<file path="src/rtl/sdram_pkg.sv">
// sdram_pkg: SDRAM command encodings, engine state encoding and timing helpers
// shared by the read and write engines.
package sdram_pkg;
  localparam logic [3:0] CMD_ACT   = 4'b0011;
  localparam logic [3:0] CMD_READ  = 4'b0101;
  localparam logic [3:0] CMD_PRECH = 4'b0010;
  localparam logic [3:0] CMD_NOP   = 4'b0111;
  localparam int A10 = 10;
  typedef enum logic [4:0] {
    S_IDLE  = 5'b00001,
    S_REQ   = 5'b00010,
    S_ACT   = 5'b00100,
    S_READ  = 5'b01000,
    S_PRECH = 5'b10000
  } state_t;
  function automatic int slot_len(input int cas_lat, input int burst_len);
    return cas_lat + burst_len + 1;
  endfunction
  function automatic int cnt_w(input int n);
    return n < 2 ? 1 : $clog2(n);
  endfunction
  function automatic int max3(input int a, input int b, input int c);
    return a > b ? (a > c ? a : c) : (b > c ? b : c);
  endfunction
endpackage

</file>
<file path="src/rtl/sdram_rd_addr_gen.sv">
// sdram_rd_addr_gen: bank/row/column walker with row and bank wrap.
// SDRAM_PINGPONG_EN: bank wraps land in the half of the banks opposite the writer.
module sdram_rd_addr_gen
  import sdram_pkg::*;
#(
  parameter int ROW_W     = 13,
  parameter int COL_W     = 9,
  parameter int BANK_W    = 2,
  parameter int BURST_LEN = 4
) (
  input  logic              sysclk_100M,
  input  logic              rst_n,
  input  logic              load,
  input  logic              adv,
  input  logic [BANK_W-1:0] ld_bank,
  input  logic [ROW_W-1:0]  ld_row,
  input  logic [COL_W-1:0]  ld_col,
`ifdef SDRAM_PINGPONG_EN
  input  logic [BANK_W-1:0] write_bank_addr,
`endif
  output logic [BANK_W-1:0] bank,
  output logic [ROW_W-1:0]  row,
  output logic [COL_W-1:0]  col,
  output logic              row_end
);
  localparam logic [COL_W-1:0] COL_MASK = COL_W'(BURST_LEN - 1);
  logic [BANK_W-1:0] wrap_bank;
  assign row_end = col == ~COL_MASK;
`ifdef SDRAM_PINGPONG_EN
  assign wrap_bank = write_bank_addr + (BANK_W'(1) << (BANK_W - 1));
`else
  assign wrap_bank = bank + BANK_W'(1);
`endif
  always_ff @(posedge sysclk_100M or negedge rst_n)
    if (!rst_n) begin
      bank <= '0;
      row  <= '0;
      col  <= '0;
    end else if (load) begin
      bank <= ld_bank;
      row  <= ld_row;
      col  <= ld_col & ~COL_MASK;
    end else if (adv) begin
      col <= col + COL_W'(BURST_LEN);
      if (row_end) row <= row + ROW_W'(1);
      if (row_end && &row) bank <= wrap_bank;
    end
endmodule

</file>
<file path="src/rtl/sdram_rd_engine.sv">
// sdram_rd_engine: arbitrated SDRAM burst reader issuing ACTIVE/READ/PRECH sequences.
// SDRAM_PINGPONG_EN: adds write_bank_addr and steers bank wraps away from the writer.
module sdram_rd_engine
  import sdram_pkg::*;
#(
  parameter int ROW_W     = 13,
  parameter int COL_W     = 9,
  parameter int BANK_W    = 2,
  parameter int BURST_LEN = 4,
  parameter int CAS_LAT   = 3,
  parameter int TRCD      = 2,
  parameter int TRP       = 2,
  parameter int LEN_W     = 20
) (
  input  logic              sysclk_100M,
  input  logic              rst_n,
  input  logic              rd_start,
  input  logic [BANK_W-1:0] rd_bank,
  input  logic [ROW_W-1:0]  rd_row,
  input  logic [COL_W-1:0]  rd_col,
  input  logic [LEN_W-1:0]  rd_len,
  output logic              rd_busy,
  output logic              rd_done,
  output logic [3:0]        cmd_reg,
  output logic [ROW_W-1:0]  sdram_addr,
  output logic [BANK_W-1:0] sdram_bank_addr,
  input  logic              refresh_req,
  output logic              arbit_read_req,
  input  logic              arbit_read_ack,
  output logic              arbit_read_end,
  output logic              arbit_prech_end,
`ifdef SDRAM_PINGPONG_EN
  input  logic [BANK_W-1:0] write_bank_addr,
`endif
  output logic              data_vld
);
  localparam int SLOT = slot_len(CAS_LAT, BURST_LEN);
  localparam int CW = cnt_w(max3(SLOT, TRCD, TRP));
  localparam int VW = CAS_LAT + BURST_LEN - 1;
  localparam logic [ROW_W-1:0] ADDR_IDLE = ROW_W'(1) << A10;
  state_t state, nxt, after, after_nxt;
  logic [CW-1:0] cnt, cnt_nxt;
  logic [LEN_W-1:0] remain;
  logic [BANK_W-1:0] bank;
  logic [ROW_W-1:0] row;
  logic [COL_W-1:0] col;
  logic [VW-1:0] vld_sr;
  logic [3:0] cmd;
  logic row_end, load, slot_end, last, prech_last;
  assign load = state == S_IDLE && rd_start && rd_len != '0;
  assign slot_end = state == S_READ && cnt == CW'(SLOT - 1);
  assign last = remain == LEN_W'(1);
  assign prech_last = state == S_PRECH && cnt == CW'(TRP - 1);
  sdram_rd_addr_gen #(
    .ROW_W(ROW_W), .COL_W(COL_W), .BANK_W(BANK_W), .BURST_LEN(BURST_LEN)
  ) u_addr (
    .sysclk_100M(sysclk_100M), .rst_n(rst_n), .load(load), .adv(slot_end),
    .ld_bank(rd_bank), .ld_row(rd_row), .ld_col(rd_col),
`ifdef SDRAM_PINGPONG_EN
    .write_bank_addr(write_bank_addr),
`endif
    .bank(bank), .row(row), .col(col), .row_end(row_end)
  );
  always_ff @(posedge sysclk_100M or negedge rst_n)
    if (!rst_n) begin
      state <= S_IDLE;
      after <= S_IDLE;
      cnt   <= '0;
    end else begin
      state <= nxt;
      after <= after_nxt;
      cnt   <= cnt_nxt;
    end
  always_comb begin
    nxt = state;
    after_nxt = after;
    cnt_nxt = cnt + CW'(1);
    cmd = CMD_NOP;
    case (state)
      S_IDLE: begin
        cnt_nxt = '0;
        if (load) nxt = S_REQ;
      end
      S_REQ: begin
        cnt_nxt = '0;
        if (arbit_read_ack) nxt = S_ACT;
      end
      S_ACT: begin
        cmd = cnt == '0 ? CMD_ACT : CMD_NOP;
        if (cnt == CW'(TRCD - 1)) begin
          nxt = S_READ;
          cnt_nxt = '0;
        end
      end
      S_READ: begin
        cmd = cnt == '0 ? CMD_READ : CMD_NOP;
        if (slot_end) begin
          cnt_nxt = '0;
          if (last || refresh_req || row_end) nxt = S_PRECH;
          after_nxt = last ? S_IDLE : refresh_req ? S_REQ : S_ACT;
        end
      end
      S_PRECH: begin
        cmd = cnt == '0 ? CMD_PRECH : CMD_NOP;
        if (prech_last) begin
          nxt = after;
          cnt_nxt = '0;
        end
      end
      default: nxt = S_IDLE;
    endcase
  end
  always_ff @(posedge sysclk_100M or negedge rst_n)
    if (!rst_n) remain <= '0;
    else if (load) remain <= rd_len;
    else if (slot_end) remain <= remain - LEN_W'(1);
  // outputs trail the state by one cycle; data_vld also covers CAS latency plus capture
  always_ff @(posedge sysclk_100M or negedge rst_n)
    if (!rst_n) begin
      cmd_reg         <= CMD_NOP;
      sdram_addr      <= ADDR_IDLE;
      sdram_bank_addr <= '0;
      arbit_read_req  <= 1'b0;
      arbit_read_end  <= 1'b1;
      arbit_prech_end <= 1'b0;
      rd_busy         <= 1'b0;
      rd_done         <= 1'b0;
      vld_sr          <= '0;
      data_vld        <= 1'b0;
    end else begin
      cmd_reg         <= cmd;
      sdram_addr      <= cmd == CMD_ACT ? row : cmd == CMD_READ ? ROW_W'(col) : ADDR_IDLE;
      sdram_bank_addr <= bank;
      arbit_read_req  <= state == S_REQ && !arbit_read_ack;
      arbit_read_end  <= state == S_REQ && arbit_read_ack ? 1'b0 : slot_end && last ? 1'b1 : arbit_read_end;
      arbit_prech_end <= prech_last;
      rd_busy         <= nxt != S_IDLE;
      rd_done         <= prech_last && after == S_IDLE;
      vld_sr          <= {vld_sr[VW-2:0], cmd_reg == CMD_READ};
      data_vld        <= |vld_sr[VW-1:CAS_LAT-1];
    end
endmodule
</file>
<file path="config.mk">
export PLATFORM = sky130hd
export DESIGN_NAME = sdram_rd_engine
export DESIGN_NICKNAME = d
export VERILOG_FILES = /design/src/rtl/sdram_pkg.sv /design/src/rtl/sdram_rd_addr_gen.sv /design/src/rtl/sdram_rd_engine.sv
export SDC_FILE = /design/constraint.sdc
export NUM_CORES = 1
export LEC_CHECK = 0
export ABC_CLOCK_PERIOD_IN_PS = 3750
export BUFFER_PORTS_ARGS = -buffer_cell sky130_fd_sc_hd__buf_4
export CAP_MARGIN = 40
export CORE_MARGIN = 8
export CORE_UTILIZATION = 40
export CTS_CLUSTER_SIZE = 24
export DETAILED_ROUTE_END_ITERATION = 12
export HOLD_SLACK_MARGIN = 0.08
export SLEW_MARGIN = 20
export SYNTH_ARGS = -nofsm -noshare
export SYNTH_HDL_FRONTEND = slang
export SYNTH_SLANG_ARGS = --single-unit
</file>
<file path="constraint.sdc">
create_clock -name sysclk_100M -period 3.75 [get_ports sysclk_100M]
set_input_delay 0.375 -clock sysclk_100M [delete_from_list [all_inputs] [get_ports sysclk_100M]]
set_output_delay 0.375 -clock sysclk_100M [all_outputs]
set_load 0.01 [all_outputs]
</file>
==> impl_results.md <==
- Status: complete, no violations
- Synth Warn #: 0
- Post-CTS sizing: 0
- Worst Reg-to-Reg Cells: 6
- Dpl ws: around 1100 ps
- Critical Path Slowest Stage Cell: o211a_4
- CTS H-tree lvls: 3
- Slowest stage delay, CP: 520 ps
- Worst Path Required: approximately 4000 ps
- HPWL Detailed: 7150 um
- Drt pass-1 iters: 4
- Initial DRC Count: between 150 and 200
- Die area: roughly 14,000 sq um
- Vias per cell: 5.32
- Number of synthesized flops with an enable pin: 0
- Sw frac: 0.384
- CTS tree: done
- Setup Buffers After CTS: 0
- Minimum clock period: ~2500 ps
- NetSw: ~1.2 mW
- Top reg by flops: remain
- Type of the tightest min-delay check: in2reg
- Netlist cell types: between 50 and 60
- Max reg flops: 20
- Nets@finish: around 530
- Setup violators final: 0
- Placer Congestion: just under 0.8
- Leakage: approximately 2.2 nW
- Avg Cell Area, Syn: just over 10 sq um
- Combinational share of power: 0.321
- Placeable Area: 9820 sq um
- Final setup skew: around 11 ps
- Clock power frac: 0.200
- Syn nets: approximately 450
- Cell Chain, Critical Path: or2_0 -> nor4b_4 -> o211a_4 -> buf_4 -> nand2_1 -> o21ai_0
- Post-detailed-route count of antenna-violating nets: 0
- Ant diodes: 0
- Slew Viols, Final: 0
- Die W: 117 um
- Fmax: between 400 and 500 MHz
- Final Hold Viols: 0
- Row count: 36
- Clock buffer depth: 2
- Io pins: 74
- CP Max Fanout: between 40 and 50
- Share of cells above drive strength 1: 0.234
- Startpoint Class: register
- Synthesized area: between 4000 and 5000 sq um
- Wirelength per Cell: about 16 um
- CTS Buf Count: 9
- Largest regs: remain: 20 flops, sdram_addr: 13 flops, u_addr.row: 13 flops
- Worst reg2reg setup slack: about 1300 ps
- Setup crit end kind: register
- Pwr Total: approximately 3 mW
- Area delta synth->final: 21.5%
- Delay-heaviest family, CP: simple AND/OR/NAND/NOR gates
- CTS clock-pin slew for the worst setup and hold paths: 90 ps
- Pint: roughly 1.9 mW
- Setup WS post-layout: 1270 ps
- Worst EP arrival: 2760 ps
- Max Cap Viol: 0
- Vias in the first global route: around 3,200
- Total wire length: a little under 10,000 um
- First-pass GRT wire length: between 15,000 and 20,000 um
- Gate Count Post-Synth: 395
- Worst Tran Pin Value: between 600 and 700 ps
- Worst path bufs/invs: 1
- Hold Path Depth: 2
- Residual DRC count: 0
- Root Driver: clkbuf_8
- IO Port Bufs: 70
- Synthesis-stage register bit count: just over 80
- Sequential fraction of the synthesis area: 0.515
- Unrepaired setup endpoints after global routing: false
- Largest net degree at the start of global routing: 67
- GRT overflow: 0
- Max-slew headroom: 0.545
- Final Cycle Share: 0.661
- Worst-Skew Late Latency: between 300 and 400 ps
- VDD IR-drop max: between 0.0004 and 0.0005 V
- Min Hold Slack: 163 ps
- Capture point of the worst reg-to-reg path: u_addr.col[5]
- Finished Layout Cells: ~600
- All-Layer GR Usage: 0.151
- Crit Path Class: reg2reg
- Worst min-delay path startpoint: arbit_read_ack
- FF-to-FF Start: state[4]
- Placed cells: roughly 590
- CTS Sinks: 83
- Seq pwr share: 0.480
- Power Density: slightly above 600 nW/um^2
- Antenna violations before repair: 0
- FFs w/ async S/R, synth: 1.00
- Main flop type after synthesis: dfrtp_1
- Total negative slack: 0 ps
- Initial core utilization: 0.412
- Via count: roughly 3,200
- WHS Endpoint: arbit_read_end
- DIE HEIGHT: roughly 120 um
==> placed cells by master (no fill, tap or decap), types with 3 or more instances in the layout <==
| cell | count |
|---|---|
| a21oi_1 | 8 |
| a221o_1 | 10 |
| a22o_1 | 7 |
| and2_1 | 7 |
| and3_1 | 10 |
| buf_4 | 77 |
| clkbuf_8 | 9 |
| dfrtp_1 | 76 |
| dfstp_2 | 7 |
| ha_1 | 8 |
| inv_1 | 8 |
| inv_6 | 3 |
| nand2_1 | 52 |
| nand2b_1 | 3 |
| nand3_1 | 18 |
| nand4_1 | 9 |
| nor2_1 | 22 |
| nor2b_1 | 5 |
| nor3_1 | 14 |
| nor4_1 | 9 |
| o21ai_0 | 32 |
| o311a_1 | 3 |
| xnor2_1 | 7 |
| xor2_1 | 17 |
==> cell type report <==
class	instances	area, sq um
fillers	949	4900
flip-flops and latches	83	2090
multi-input cells	287	1830
well taps	133	166
clock buffers	9	124
repair buffers	80	621
clock inverters	7	58.8
inverters	8	30.0
==> metrics by stage <==
step,util,instance area [sq um]
after floorplan,-,4050
after global placement,0.476,4680
after detailed placement,0.477,4680
after CTS,0.496,4870
after global routing,0.501,4920
final,0.501,4920
==> worst register-to-register path, stage by stage, from the launching register on <==
cell     delay (ps)
dfrtp_1         470
or2_0           430
nor4b_4         410
o211a_4         520
buf_4           380
nand2_1         120
o21ai_0          80
==> Yosys cell counts (all sizes together), types with 3 or more instances <==
library cell | n | area [sq um]
nand4 | 9 | 56.3
o21ai | 34 | 170
ha | 8 | 100
a22o | 7 | 61.3
nor2 | 22 | 82.6
xor2 | 17 | 149
dfstp | 7 | 184
nand3 | 19 | 100
and3 | 10 | 62.6
and2 | 7 | 43.8
buf | 10 | 73.8
xnor2 | 7 | 61.3
a21oi | 8 | 40.0
nor3 | 16 | 90.1
nor4 | 11 | 90.1
clkbuf | 7 | 26.3
nand2 | 52 | 195
inv | 8 | 30.0
o311a | 3 | 30.0
nor2b | 5 | 31.3
dfrtp | 76 | 1900
nand2b | 3 | 18.8
a221o | 10 | 100
==> layer usage <==
metal  wire, um  track usage  vias up
met5          0            0        -
met4         96       0.0452        0
met3        596       0.0434       11
met2       4670        0.239       78
met1       4570        0.197     1557
li1           -            -     1581
==> repair_timing <==
item,4_1_cts,5_1_grt
endpoints found under the setup margin,0,0
endpoints found under the hold margin,0,15
hold buffers,0,1
==> worst max-delay path by stage <==
stage	startpoint	to	slack [ps]	depth (start not counted)
after floorplan	cnt[0]	remain[1]	1640	8
after global placement	cnt[0]	remain[4]	1190	7
after detailed placement	cnt[0]	remain[4]	1140	7
after CTS	cnt[0]	remain[4]	1130	7
after global routing	state[4]	u_addr.row[8]	1060	5
final	state[4]	u_addr.col[5]	1270	6
==> power by group through the flow <==
| stage | registers (mW) | logic, mW | clock network [mW] |
|---|---|---|---|
| after floorplan | 1.42 | 0.732 | 0 |
| after global placement | 1.47 | 0.958 | 0 |
| after detailed placement | 1.48 | 0.986 | 0 |
| after CTS | 1.46 | 0.994 | 0.637 |
| after global routing | 1.51 | 1.10 | 0.669 |
| final | 1.47 | 0.982 | 0.612 |
==> kinds of logic after synthesis <==
family                     after synthesis  share of synthesized area
muxes                                    2                    0.00495
other                                    1                   0.000927
adders and majority gates                8                     0.0247
DFF                                     83                      0.515
AOI/OAI and AO/OA                       83                      0.143
buffers and inverters                   25                     0.0322
xor gates and xnor gates                24                     0.0519
and+or+nand+nor                        169                      0.227
Power figures use the tool's default switching activity.
